$ cat config.mk
export PLATFORM = sky130hd
export DESIGN_NAME = pe_sm_adder_tree_acc
export DESIGN_NICKNAME = d
export VERILOG_FILES = /design/src/rtl/pe_sm_adder_tree_acc.sv
export SDC_FILE = /design/constraint.sdc
export NUM_CORES = 1
export LEC_CHECK = 0
export ABC_AREA = 1
export BUFFER_PORTS_ARGS = -buffer_cell sky130_fd_sc_hd__buf_2
export CAP_MARGIN = 20
export CELL_PAD_IN_SITES_DETAIL_PLACEMENT = 1
export CELL_PAD_IN_SITES_GLOBAL_PLACEMENT = 1
export CORE_AREA = 5 5 123 125
export DETAILED_ROUTE_END_ITERATION = 16
export DIE_AREA = 0 0 128 130
export GPL_ROUTABILITY_DRIVEN = 0
export GPL_TIMING_DRIVEN = 0
export PLACE_DENSITY = 0.85
export SETUP_SLACK_MARGIN = 0.5
export SLEW_MARGIN = 30
export SYNTH_ARGS = -nofsm -noshare
export SYNTH_HDL_FRONTEND = slang
export SYNTH_SLANG_ARGS = --single-unit
$ cat constraint.sdc
create_clock -name clk -period 3.6 [get_ports clk]
set_input_delay 0.72 -clock clk [delete_from_list [all_inputs] [get_ports clk]]
set_output_delay 0.72 -clock clk [all_outputs]
set_load 0.1 [all_outputs]
$ cat src/rtl/pe_sm_adder_tree_acc.sv
// Pipelined reduction of LANES sign-magnitude operands into a two's-complement sum,
// followed by a framed, optionally saturating accumulator with valid/ready flow control.
module pe_sm_adder_tree_acc #(
   parameter int unsigned SIZE  = 4,
   parameter int unsigned LANES = 8,
   parameter int unsigned ACC_W = 16,
   parameter int unsigned SAT   = 1
) (
   input  logic                  clk,
   input  logic                  rst_n,
   input  logic                  in_valid,
   output logic                  in_ready,
   input  logic [LANES*SIZE-1:0] in_mag,
   input  logic [LANES-1:0]      in_sign,
   input  logic                  in_first,
   input  logic                  in_last,
   output logic                  out_valid,
   input  logic                  out_ready,
   output logic [ACC_W-1:0]      out_data,
   output logic                  out_ovf,
   output logic                  frame_abort
);

   localparam int unsigned LG    = $clog2(LANES);
   localparam int unsigned SUM_W = SIZE + 1 + LG;
   localparam int unsigned EXT_W = ACC_W + 1;

   typedef enum logic {ST_IDLE, ST_ACC} state_t;

   logic                    stall;
   logic signed [SIZE:0]    lane_val [LANES];
   logic [LG-1:0]           vld_q;
   logic [LG-1:0]           first_q;
   logic [LG-1:0]           last_q;
   logic signed [SUM_W-1:0] tree_sum;

   // A result waiting on downstream freezes every stage behind it.
   assign stall    = out_valid & ~out_ready;
   assign in_ready = ~stall;

   always_comb begin
      for (int k = 0; k < LANES; k++) begin
         lane_val[k] = in_sign[k] ? -$signed({1'b0, in_mag[k*SIZE +: SIZE]})
                                  :  $signed({1'b0, in_mag[k*SIZE +: SIZE]});
      end
   end

   // Beat sideband travels alongside the tree levels.
   always_ff @(posedge clk) begin
      if (!rst_n) begin
         vld_q <= '0;
      end else if (!stall) begin
         vld_q[0] <= in_valid;
         for (int l = 1; l < LG; l++) vld_q[l] <= vld_q[l-1];
      end
   end

   always_ff @(posedge clk) begin
      if (!stall) begin
         first_q[0] <= in_first;
         last_q[0]  <= in_last;
         for (int l = 1; l < LG; l++) begin
            first_q[l] <= first_q[l-1];
            last_q[l]  <= last_q[l-1];
         end
      end
   end

   // Level l holds LANES>>(l+1) partial sums, each one bit wider than the level before.
   for (genvar l = 0; l < LG; l++) begin : g_lvl
      localparam int unsigned W = SIZE + 2 + l;
      localparam int unsigned N = LANES >> (l + 1);
      logic signed [W-1:0] sum_q [N];

      if (l == 0) begin : g_leaf
         always_ff @(posedge clk) begin
            if (!stall) begin
               for (int i = 0; i < N; i++)
                  sum_q[i] <= W'(lane_val[2*i]) + W'(lane_val[2*i+1]);
            end
         end
      end else begin : g_node
         always_ff @(posedge clk) begin
            if (!stall) begin
               for (int i = 0; i < N; i++)
                  sum_q[i] <= W'(g_lvl[l-1].sum_q[2*i]) + W'(g_lvl[l-1].sum_q[2*i+1]);
            end
         end
      end
   end

   assign tree_sum = g_lvl[LG-1].sum_q[0];

   logic                    tail_valid;
   logic                    tail_first;
   logic                    tail_last;
   logic                    fire;
   state_t                  state_q;
   state_t                  state_d;
   logic signed [ACC_W-1:0] acc_q;
   logic signed [ACC_W-1:0] acc_d;
   logic                    ovf_q;
   logic                    ovf_d;
   logic                    out_valid_d;
   logic [ACC_W-1:0]        out_data_d;
   logic                    out_ovf_d;
   logic                    abort_d;
   logic signed [EXT_W-1:0] base;
   logic signed [EXT_W-1:0] res;
   logic signed [ACC_W-1:0] clipped;
   logic                    step_ovf;
   logic                    frame_ovf;

   assign tail_valid = vld_q[LG-1];
   assign tail_first = first_q[LG-1];
   assign tail_last  = last_q[LG-1];
   assign fire       = tail_valid & ~stall;

   // Accumulate stage and frame tracking.
   always_comb begin
      state_d     = state_q;
      acc_d       = acc_q;
      ovf_d       = ovf_q;
      out_valid_d = out_valid;
      out_data_d  = out_data;
      out_ovf_d   = out_ovf;
      abort_d     = 1'b0;

      base     = tail_first ? '0 : EXT_W'(acc_q);
      res      = base + EXT_W'(tree_sum);
      step_ovf = res[ACC_W] ^ res[ACC_W-1];
      clipped  = res[ACC_W-1:0];
      if (step_ovf && SAT != 0)
         clipped = res[ACC_W] ? {1'b1, {(ACC_W-1){1'b0}}} : {1'b0, {(ACC_W-1){1'b1}}};
      frame_ovf = step_ovf | (ovf_q & ~tail_first);

      if (out_valid && out_ready) out_valid_d = 1'b0;

      if (fire) begin
         abort_d = tail_first & (state_q == ST_ACC);
         if (tail_last) begin
            out_valid_d = 1'b1;
            out_data_d  = clipped;
            out_ovf_d   = frame_ovf;
            acc_d       = '0;
            ovf_d       = 1'b0;
            state_d     = ST_IDLE;
         end else begin
            acc_d   = clipped;
            ovf_d   = frame_ovf;
            state_d = ST_ACC;
         end
      end
   end

   always_ff @(posedge clk) begin
      if (!rst_n) begin
         state_q     <= ST_IDLE;
         acc_q       <= '0;
         ovf_q       <= 1'b0;
         out_valid   <= 1'b0;
         out_data    <= '0;
         out_ovf     <= 1'b0;
         frame_abort <= 1'b0;
      end else begin
         state_q     <= state_d;
         acc_q       <= acc_d;
         ovf_q       <= ovf_d;
         out_valid   <= out_valid_d;
         out_data    <= out_data_d;
         out_ovf     <= out_ovf_d;
         frame_abort <= abort_d;
      end
   end

endmodule

Yosys cells after proc, flatten, opt, wreduce, memory -nomap -nowiden
Memory sizes are Yosys's and may differ from the RTL's.
Index checks and enable logic that the tools add are counted.
{"block": "totals", "out_inout_bits": 20, "ram_bits": 46, "ff_bits": 46, "memories": 3}
{"block": "op_classes", "addsub": 16, "mux": 18, "n_bitwise": 9, "n_reduce_logical": 3}
{"name": "g_lvl[0].sum_q", "words": 4, "width": 6, "read_ports": 4, "rd_clocked_by_memory_dff": 0, "write_ports": 4, "line_no": "73", "source": "logic signed [W-1:0] sum_q [N];"}
{"name": "g_lvl[1].sum_q", "words": 2, "width": 7, "read_ports": 2, "rd_clocked_by_memory_dff": 0, "write_ports": 2, "line_no": "73"}
{"name": "g_lvl[2].sum_q", "words": 1, "width": 8, "read_ports": 1, "rd_clocked_by_memory_dff": 0, "write_ports": 1, "line_no": "73"}
{"operator": "16-bit 2-to-1 mux", "n": 3}
{"operator": "5-bit 2-to-1 mux", "n": 8}
{"operator": "4-bit negation with 5-bit output", "n": 8}
{"operator": "5-bit by 5-bit adder with 6-bit output", "n": 4}
{"operator": "17-bit by 8-bit adder with 17-bit output", "n": 1}
{"operator": "17-bit 2-to-1 mux", "n": 1}
{"operator": "6-bit by 6-bit adder with 7-bit output", "n": 2}
{"operator": "7-bit by 7-bit adder with 8-bit output", "n": 1}
{"operator": "1-bit 2-to-1 mux", "n": 6}
{"operator": "1-bit bitwise AND", "n": 4}
{"operator": "2-bit AND reduction", "n": 2}
{"operator": "1-bit inverter", "n": 3}
{"operator": "1-bit logical AND", "n": 1}
{"operator": "1-bit bitwise OR", "n": 1}
{"operator": "1-bit XOR", "n": 1}

Logic depth before layout (Yosys ltp)
Gate-level depths: netlist of run 1.
{"block": "logic_depth", "depth_word": 5, "mapped_depth": 21}

Least setup slack after synthesis of run 1
Ideal clock, no wire load.
{"block": "synth_path", "kind": "flip-flop to flip-flop", "startpoint": "register out_valid", "endpoint": "register out_data[12]", "arrival_ns": 3.523, "path_buffers": 1, "slack_ns": 0.002, "path_stages_with_launch": 11, "path_cell_list": "dfxtp_1 -> inv_1 -> nor2_1 -> inv_1 -> nand2_1 -> inv_1 -> nand2_1 -> inv_1 -> clkbuf_1 -> o21ai_0 -> a31oi_1"}
{"block": "synth_between", "elab_chain_cells": 4}
{"element": "from (decl)", "line_no": "17", "source": "output logic out_valid,"}
{"element": "from (signal assigned)", "line_no": "169", "source": "out_valid <= out_valid_d;"}
{"element": "1-bit bitwise AND", "line_no": "38", "source": "assign stall = out_valid & ~out_ready;"}
{"element": "1-bit inverter"}
{"element": "via in_ready", "line_no": "12", "source": "output logic in_ready,"}
{"element": "1-bit bitwise AND", "line_no": "117", "source": "assign fire = tail_valid & ~stall;"}
{"element": "2-bit AND reduction (no source line)"}
{"element": "to (signal assigned)", "line_no": "170", "source": "out_data <= out_data_d;"}
{"element": "to (decl)", "line_no": "19", "source": "output logic [ACC_W-1:0] out_data,"}
The timed path passes the listed nets, and every way through them passes these cells.
A chain may end at the register's enable or synchronous reset.

Worst setup path after layout of run 1
{"block": "layout_path", "startpoint": "input out_ready", "endpoint": "output in_ready"}
{"block": "layout_between", "elab_chain_cells": 3}
{"element": "from (decl)", "line_no": "18", "source": "input logic out_ready,"}
{"element": "1-bit inverter", "line_no": "38"}
{"element": "1-bit bitwise AND", "line_no": "38"}
{"element": "1-bit inverter", "line_no": "39", "source": "assign in_ready = ~stall;"}
{"element": "to (decl)", "line_no": "12"}
No other way between the ends.

==> results.ini, run 1 <==
[status]
outcome = finished, final reports clean

[setup_path]
worstPathArrival_ns = 2.19
cp-start-kind = input pin
cp-startpoint = out_ready
r2r_setup_slack_ns = 0.70
rr_startpoint = first_q[2]$_DFFE_PN_
endpoint = in_ready
worst_r2r_endpoint = acc_q[1]$_SDFFE_PN0P_
ff2ff_path_depth = 19
path_max_fanout = 33
critPathCaptureType = output pin
cp.required_ns = 2.88
worstSetupPathType = input pin to output pin

[detailed_routing]
post_drt_wl_per_cell_um = 14.80
drt_iter0_markers = 263
avgViaCountPerCell = 5.140
detail-route-antenna-nets = 0
firstDrtPassIters = 4
drt-total-wl_mm = 15.03
via_count = 5217
drc = 0

[synth]
ys_ff_latch = 92
syn_area_per_cell_sq_um = 8.215
yosys_warnings = 0
yosysUniqueCellTypes = 35
netlist_area_sq_mm = 0.006145
yosysSeqAreaShare = 0.3844
syn_nets = 865
syn_inst = 748

[finish]
fin_nets = 947
layout-drive-gt1-share = 0.1581
antenna_cells = 0
syn_to_final_growth_pct = 15.35
layout_common_cells = nand2_1, inv_1, buf_2
nFillCells = 1739
utilization = 0.5146
final_common_cell = nand2_1

[timing]
final_max_slew_viol_count = 0
tns_ns = 0
max_freq_ghz = 0.3437
finalHoldViolations = 0
setup_viol = 0
fin_crit_sh = 0.8082
worst_pin_slew_ns = 0.6105
rsz0062_at_grt = yes
fin_crit_ns = 2.910
finClkSkew_ns = 0.006481
slew_headroom = 0.5930

[global_route]
grt_pass1_vias = 5527
antenna_found_initial = 0
grt.busiest_layer = met2
globalRoute.totalOverflow = 0
grt_max_degree = 34
use_met3 = 0.02743
met2_usage = 0.3598
grt_pass1_wl_mm = 24.90
grt.met1_usage = 0.2019
grt.total_usage = 0.1858

[cts]
holdBufCountCts = 0
cts_buffers = 9
clock_path_buffers = 2
cts-root-buf = clkbuf_16
htreeDepth = 3
cts_tree = yes
clkTransAtPathRegs_ns = 0.07
clock_sinks = 92
worstSkewPairLatency_ns = 0.34

[die]
start_util = 0.4461
die_x_um = 128
dieArea_sq_mm = 0.01664
dieHeight_um = 130
coreArea_sq_mm = 0.01377
rows = 43
io_pins = 66

[power_and_ir_drop]
leakage_nw = 3.476
p_per_area_mw_per_mm2 = 593.3
ir_drop_mv = 0.3603

[job]
drv_cap = 0

[place]
portBuffers = 65
hpwl_mm = 11.82

[hold_path]
hp-start = last_q[0]$_DFFE_PN_
hp-class = flip-flop to flip-flop

==> worst max-delay path: stages <==
cell        delay, ns
buf_2            0.10
nor2_2           0.30
clkinvlp_4       0.43
buf_12           0.31
buf_2            0.31
==> through the flow <==
step / std cells / cell area [sq um] / total power, mW / worst slack [ns] / hold slack, ns
6_report: 1015 / 7088 / 4.205 / 0.6904 / 0.4219
2_1_floorplan: 748 / 6158 / 2.808 / 0.5350 / 0.4003
5_1_grt: 1015 / 7088 / 4.530 / 0.4810 / 0.4441
3_5_place_dp: 994 / 6729 / 3.279 / 0.3320 / 0.4074
4_1_cts: 1010 / 7018 / 4.216 / 0.5377 / 0.4232
3_3_place_gp: 993 / 6709 / 3.141 / 0.1881 / 0.4027
==> cells in the mapped netlist <==
library cell	count	area [sq um]
nor4_1	1	6.260
nand4_1	4	25.02
edfxtp_1	52	1562
nand3_1	24	120.1
o22ai_1	3	18.77
nand2_2	12	75.07
nand2_4	1	11.26
nand3b_1	2	15.01
a21boi_0	3	22.52
nand3_2	2	20.02
a31oi_1	20	125.1
o21bai_1	4	30.03
nand2_1	155	581.8
fa_1	8	160.2
inv_1	126	473.0
buf_2	5	25.02
buf_8	1	15.01
nor3_1	1	5.000
a21oi_2	11	96.34
nor3_2	1	10.01
nor2_1	50	187.7
clkbuf_1	10	37.54
xor2_1	32	280.3
ha_1	63	788.3
a21oi_1	43	215.2
a211oi_1	3	22.52
or2_1	1	6.260
a22oi_1	5	37.54
dfxtp_1	40	800.8
a31o_2	1	8.760
o21ai_0	47	235.2
and2_1	1	6.260
o31ai_1	3	22.52
xnor2_1	10	87.58
inv_2	3	11.26
==> worst min path at each step <==
stage	slack, ns	to	cells after the start
finish	0.42	last_q[1]$_DFFE_PN_	0
global route	0.44	first_q[2]$_DFFE_PN_	0
CTS	0.42	last_q[1]$_DFFE_PN_	0
detailed placement	0.41	last_q[1]$_DFFE_PN_	0
global placement	0.40	last_q[1]$_DFFE_PN_	0
floorplan	0.40	first_q[1]$_DFFE_PN_	0
==> final cells by class <==
| class | instances | area [sq um] | share of cell area |
|---|---|---|---|
| Inverter | 129 | 488.0 | 0.06884 |
| Clock inverter | 5 | 35.03 | 0.004943 |
| Timing Repair inverter | 1 | 5.005 | 0.0007061 |
| Multi-Input combinational cell | 511 | 3247 | 0.4581 |
| Timing Repair Buffer | 70 | 375.4 | 0.05296 |
| Sequential cell | 92 | 2366 | 0.3338 |
| Clock buffer | 11 | 242.7 | 0.03425 |
| Buffer | 16 | 103.9 | 0.01465 |
| Tap cell | 180 | 225.2 | 0.03177 |
==> metal layers <==
metal,share of wire,vias to the layer above
met2,0.54,81
met5,0,-
li1,-,2628
met4,0.030,0
met1,0.40,2479
met3,0.032,29
==> flip-flops by register name (all words and copies together) (netlist names) <==
| name | cells |
|---|---|
| out_ovf | 1 |
| vld_q | 3 |
| acc_q | 16 |
| last_q | 3 |
| first_q | 3 |
| frame_abort | 1 |
| out_valid | 1 |
| ovf_q | 1 |
| g_lvl.sum_q | 46 |
| state_q | 1 |
| out_data | 16 |
==> kinds of logic (layout without fill, tap and decap cells) <==
family	count (synthesis)	after routing	share of synthesized area
fa+ha+maj	71	71	0.1543
flops	92	92	0.3844
buf+inv	145	232	0.09143
xor+xnor	42	42	0.05987
simple gates	255	255	0.1741
compound gates	143	143	0.1358
==> report_power, final <==
group / switching, mW / internal [mW]
Sequential: 0.108 / 1.44
Clock: 0.409 / 0.489
Combinational: 1.09 / 0.667
==> repair_timing <==
item	CTS	global route
gates resized for setup	4	12
endpoints found under the setup margin	28	33
gates cloned	0	1
pin swaps	0	2
buffers inserted	0	4
Note: power is estimated with default switching activity, not from simulation.
==> run 2, diff against run 1 <==
==> constraint.sdc (replaced) <==
create_clock -name clk -period 2.8 [get_ports clk]
set_input_delay 0.56 -clock clk [delete_from_list [all_inputs] [get_ports clk]]
set_output_delay 0.56 -clock clk [all_outputs]
set_load 0.1 [all_outputs]
==> run 2 against run 1 <==
  * The flow now finishes with violations (setup timing)
  * Utilization is 7.5 points higher
  * Total power up 58%
  * Sequential power rose by 31%
  * Setup slack worse by 0.78 ns
  * Sequential cell count unchanged
  * Critical endpoint is now acc_q[8]$_SDFFE_PN0P_
  * Global-route usage is 3.4 points higher
  * Combinational power is 87% higher
  * Non-clock buffer count rose by 38
  * Die area did not move
  * Cell count increased by 3.7%
==> results.ini, run 2 (synthesis results as in run 1) <==
[status]
outcome = finished, violations left
violations = setup timing

[die]
dieArea_sq_mm = 0.01664  ; unchanged
dieHeight_um = 130  ; unchanged
rows = 43  ; unchanged
die_x_um = 128  ; unchanged
start_util = 0.4461  ; unchanged
io_pins = 66  ; unchanged
coreArea_sq_mm = 0.01377  ; unchanged

[timing]
slew_headroom = 0.5454  ; -0.04758
rsz0062_at_grt = yes
worst_pin_slew_ns = 0.6819  ; +0.07137 ns
setup_viol = 28  ; +28
fin_crit_sh = 1.033
tns_ns = -1.021  ; -1.021 ns
finClkSkew_ns = 0.01733  ; +0.01085 ns
whs_ns = 0.3944  ; -0.02743 ns
max_freq_ghz = 0.3456
fin_crit_ns = 2.894
finalHoldViolations = 0  ; unchanged
setup_slack_ns = -0.09368  ; -0.7841 ns
final_max_slew_viol_count = 0  ; unchanged

[detailed_routing]
drc = 0  ; unchanged
drt_iter0_markers = 461  ; +75%
detail-route-antenna-nets = 0  ; unchanged
via_count = 5806  ; +11%
avgViaCountPerCell = 5.514  ; +7.3%
firstDrtPassIters = 4  ; unchanged
post_drt_wl_per_cell_um = 20.37  ; +38%
drt-total-wl_mm = 21.45  ; +43%

[global_route]
grt_pass1_vias = 6067  ; +9.8%
antenna_found_initial = 0  ; unchanged
grt_max_degree = 31  ; -8.8%
grt.total_usage = 0.2193  ; +0.03356
grt_pass1_wl_mm = 29.02  ; +17%
globalRoute.totalOverflow = 0  ; unchanged

[setup_path]
worstPathArrival_ns = 3.09  ; +0.90 ns
worstSetupPathType = flip-flop to flip-flop
cp-start-kind = flip-flop
cp.required_ns = 3.00  ; +0.12 ns
ff2ff_path_depth = 19  ; unchanged
rr_startpoint = first_q[2]$_DFFE_PN_
critPathCaptureType = flip-flop
r2r_setup_slack_ns = -0.09  ; -0.79 ns
path_max_fanout = 8  ; -76%
worst_r2r_endpoint = acc_q[8]$_SDFFE_PN0P_

[power_and_ir_drop]
leakage_nw = 3.855  ; +11%
ir_drop_mv = 0.4671  ; +30%
p_per_area_mw_per_mm2 = 815.7  ; +37%
totalPowerFinal_mw = 6.626  ; +58%

[finish]
nFillCells = 1612  ; -7.3%
top_regs = g_lvl.sum_q (46), acc_q (16), out_data (16)
fin_nets = 985  ; +4.0%
multi_input_area_sq_mm = 0.003786  ; +17%
regMostFlops = g_lvl.sum_q
antenna_cells = 0  ; unchanged
finish.instance_area_sq_mm = 0.008123  ; +15%
layout-drive-gt1-share = 0.2990  ; +0.1409
largest_reg_flops = 46  ; unchanged
final_common_cell = inv_1
layout_common_cells = inv_1, nand2_1, buf_2
syn_to_final_growth_pct = 32.19
seqCellArea_sq_mm = 0.002366  ; unchanged

[place]
hpwl_mm = 12.67  ; +7.2%
dp_slack_ns = -0.4716  ; -0.8036 ns
place_area_sq_mm = 0.006763  ; +0.50%
portBuffers = 65  ; unchanged

[job]
drv_cap = 0  ; unchanged

[cts]
clock_sinks = 92  ; unchanged
cts-root-buf = clkbuf_16
cts_tree = yes
cts_buffers = 9  ; unchanged
clock_path_buffers = 2  ; unchanged
clkTransAtPathRegs_ns = 0.06  ; about the same
htreeDepth = 3  ; unchanged
worstSkewPairLatency_ns = 0.36  ; +0.02 ns

[hold_path]
hold_path_end = first_q[0]$_DFFE_PN_
hold_depth = 1  ; +1
hp-class = input pin to flip-flop
hp-start = in_first

==> run 2: worst max-delay path by stage <==
stage	depth (start not counted)	slack, ns	end	from
global route	17	-0.19	acc_q[14]$_SDFFE_PN0P_	first_q[2]$_DFFE_PN_
CTS	21	0.09	acc_q[6]$_SDFFE_PN0P_	first_q[2]$_DFFE_PN_
global placement	21	-0.33	acc_q[7]$_SDFFE_PN0P_	first_q[2]$_DFFE_PN_
detailed placement	21	-0.47	acc_q[8]$_SDFFE_PN0P_	first_q[2]$_DFFE_PN_
finish	19	-0.09	acc_q[8]$_SDFFE_PN0P_	first_q[2]$_DFFE_PN_
floorplan	10	-0.009	out_data[10]$_SDFFE_PN0P_	out_valid$_SDFF_PN0_
==> run 2: per-layer routing <==
metal,routed length (um),GRT usage
met5,0,0
met4,1242,0.09863
met3,751,0.03479
met2,11720,0.4316
met1,7733,0.2270
==> run 2: report_power, final <==
group	total [mW]	internal [mW]	switching [mW]
sequential	2.02	1.85	0.173
combinational	3.29	1.36	1.93
clock	1.32	0.758	0.558
total	6.63	3.96	2.66
==> run 2: critical path: stages (launching register included) <==
cell and delay, ns:
edfxtp_1 0.40, buf_8 0.15, buf_4 0.13, inv_2 0.08, nand2_2 0.09, inv_1 0.13, ha_1 0.26, nand2_1 0.11
nand2_1 0.14, nand3_2 0.13, nand2_2 0.11, nand2_2 0.13, nand3_1 0.17, nand2_4 0.14, nand2_8 0.11, buf_12 0.17
nand2_4 0.08, nand2_2 0.07, nand2_2 0.08, a21oi_2 0.06
==> run 2: metrics by stage <==
step,utilization,instances
after floorplan,-,748
after global placement,0.4896,993
after detailed placement,0.4910,994
after CTS,0.5457,1036
after global routing,0.5898,1053
final,0.5898,1053
==> run 2: repair_timing <==
| action | CTS | global route |
|---|---|---|
| cloned | 3 | 3 |
| buffers inserted | 23 | 14 |
| pin swaps | 10 | 34 |
| gates resized for setup | 56 | 103 |
| hold buffers | 0 | 0 |
| endpoints found under the setup margin | 35 | 34 |
==> run 2: area by class of cell <==
type / instances / share of cell area
multi-input combinational: 511 / 0.4661
inverter: 129 / 0.06007
clock buffer: 13 / 0.03266
clock inverter: 3 / 0.005391
timing repair buffer: 108 / 0.09489
tap: 180 / 0.02773
sequential: 92 / 0.2913
timing repair inverter: 1 / 0.0006161
buffer: 16 / 0.02126
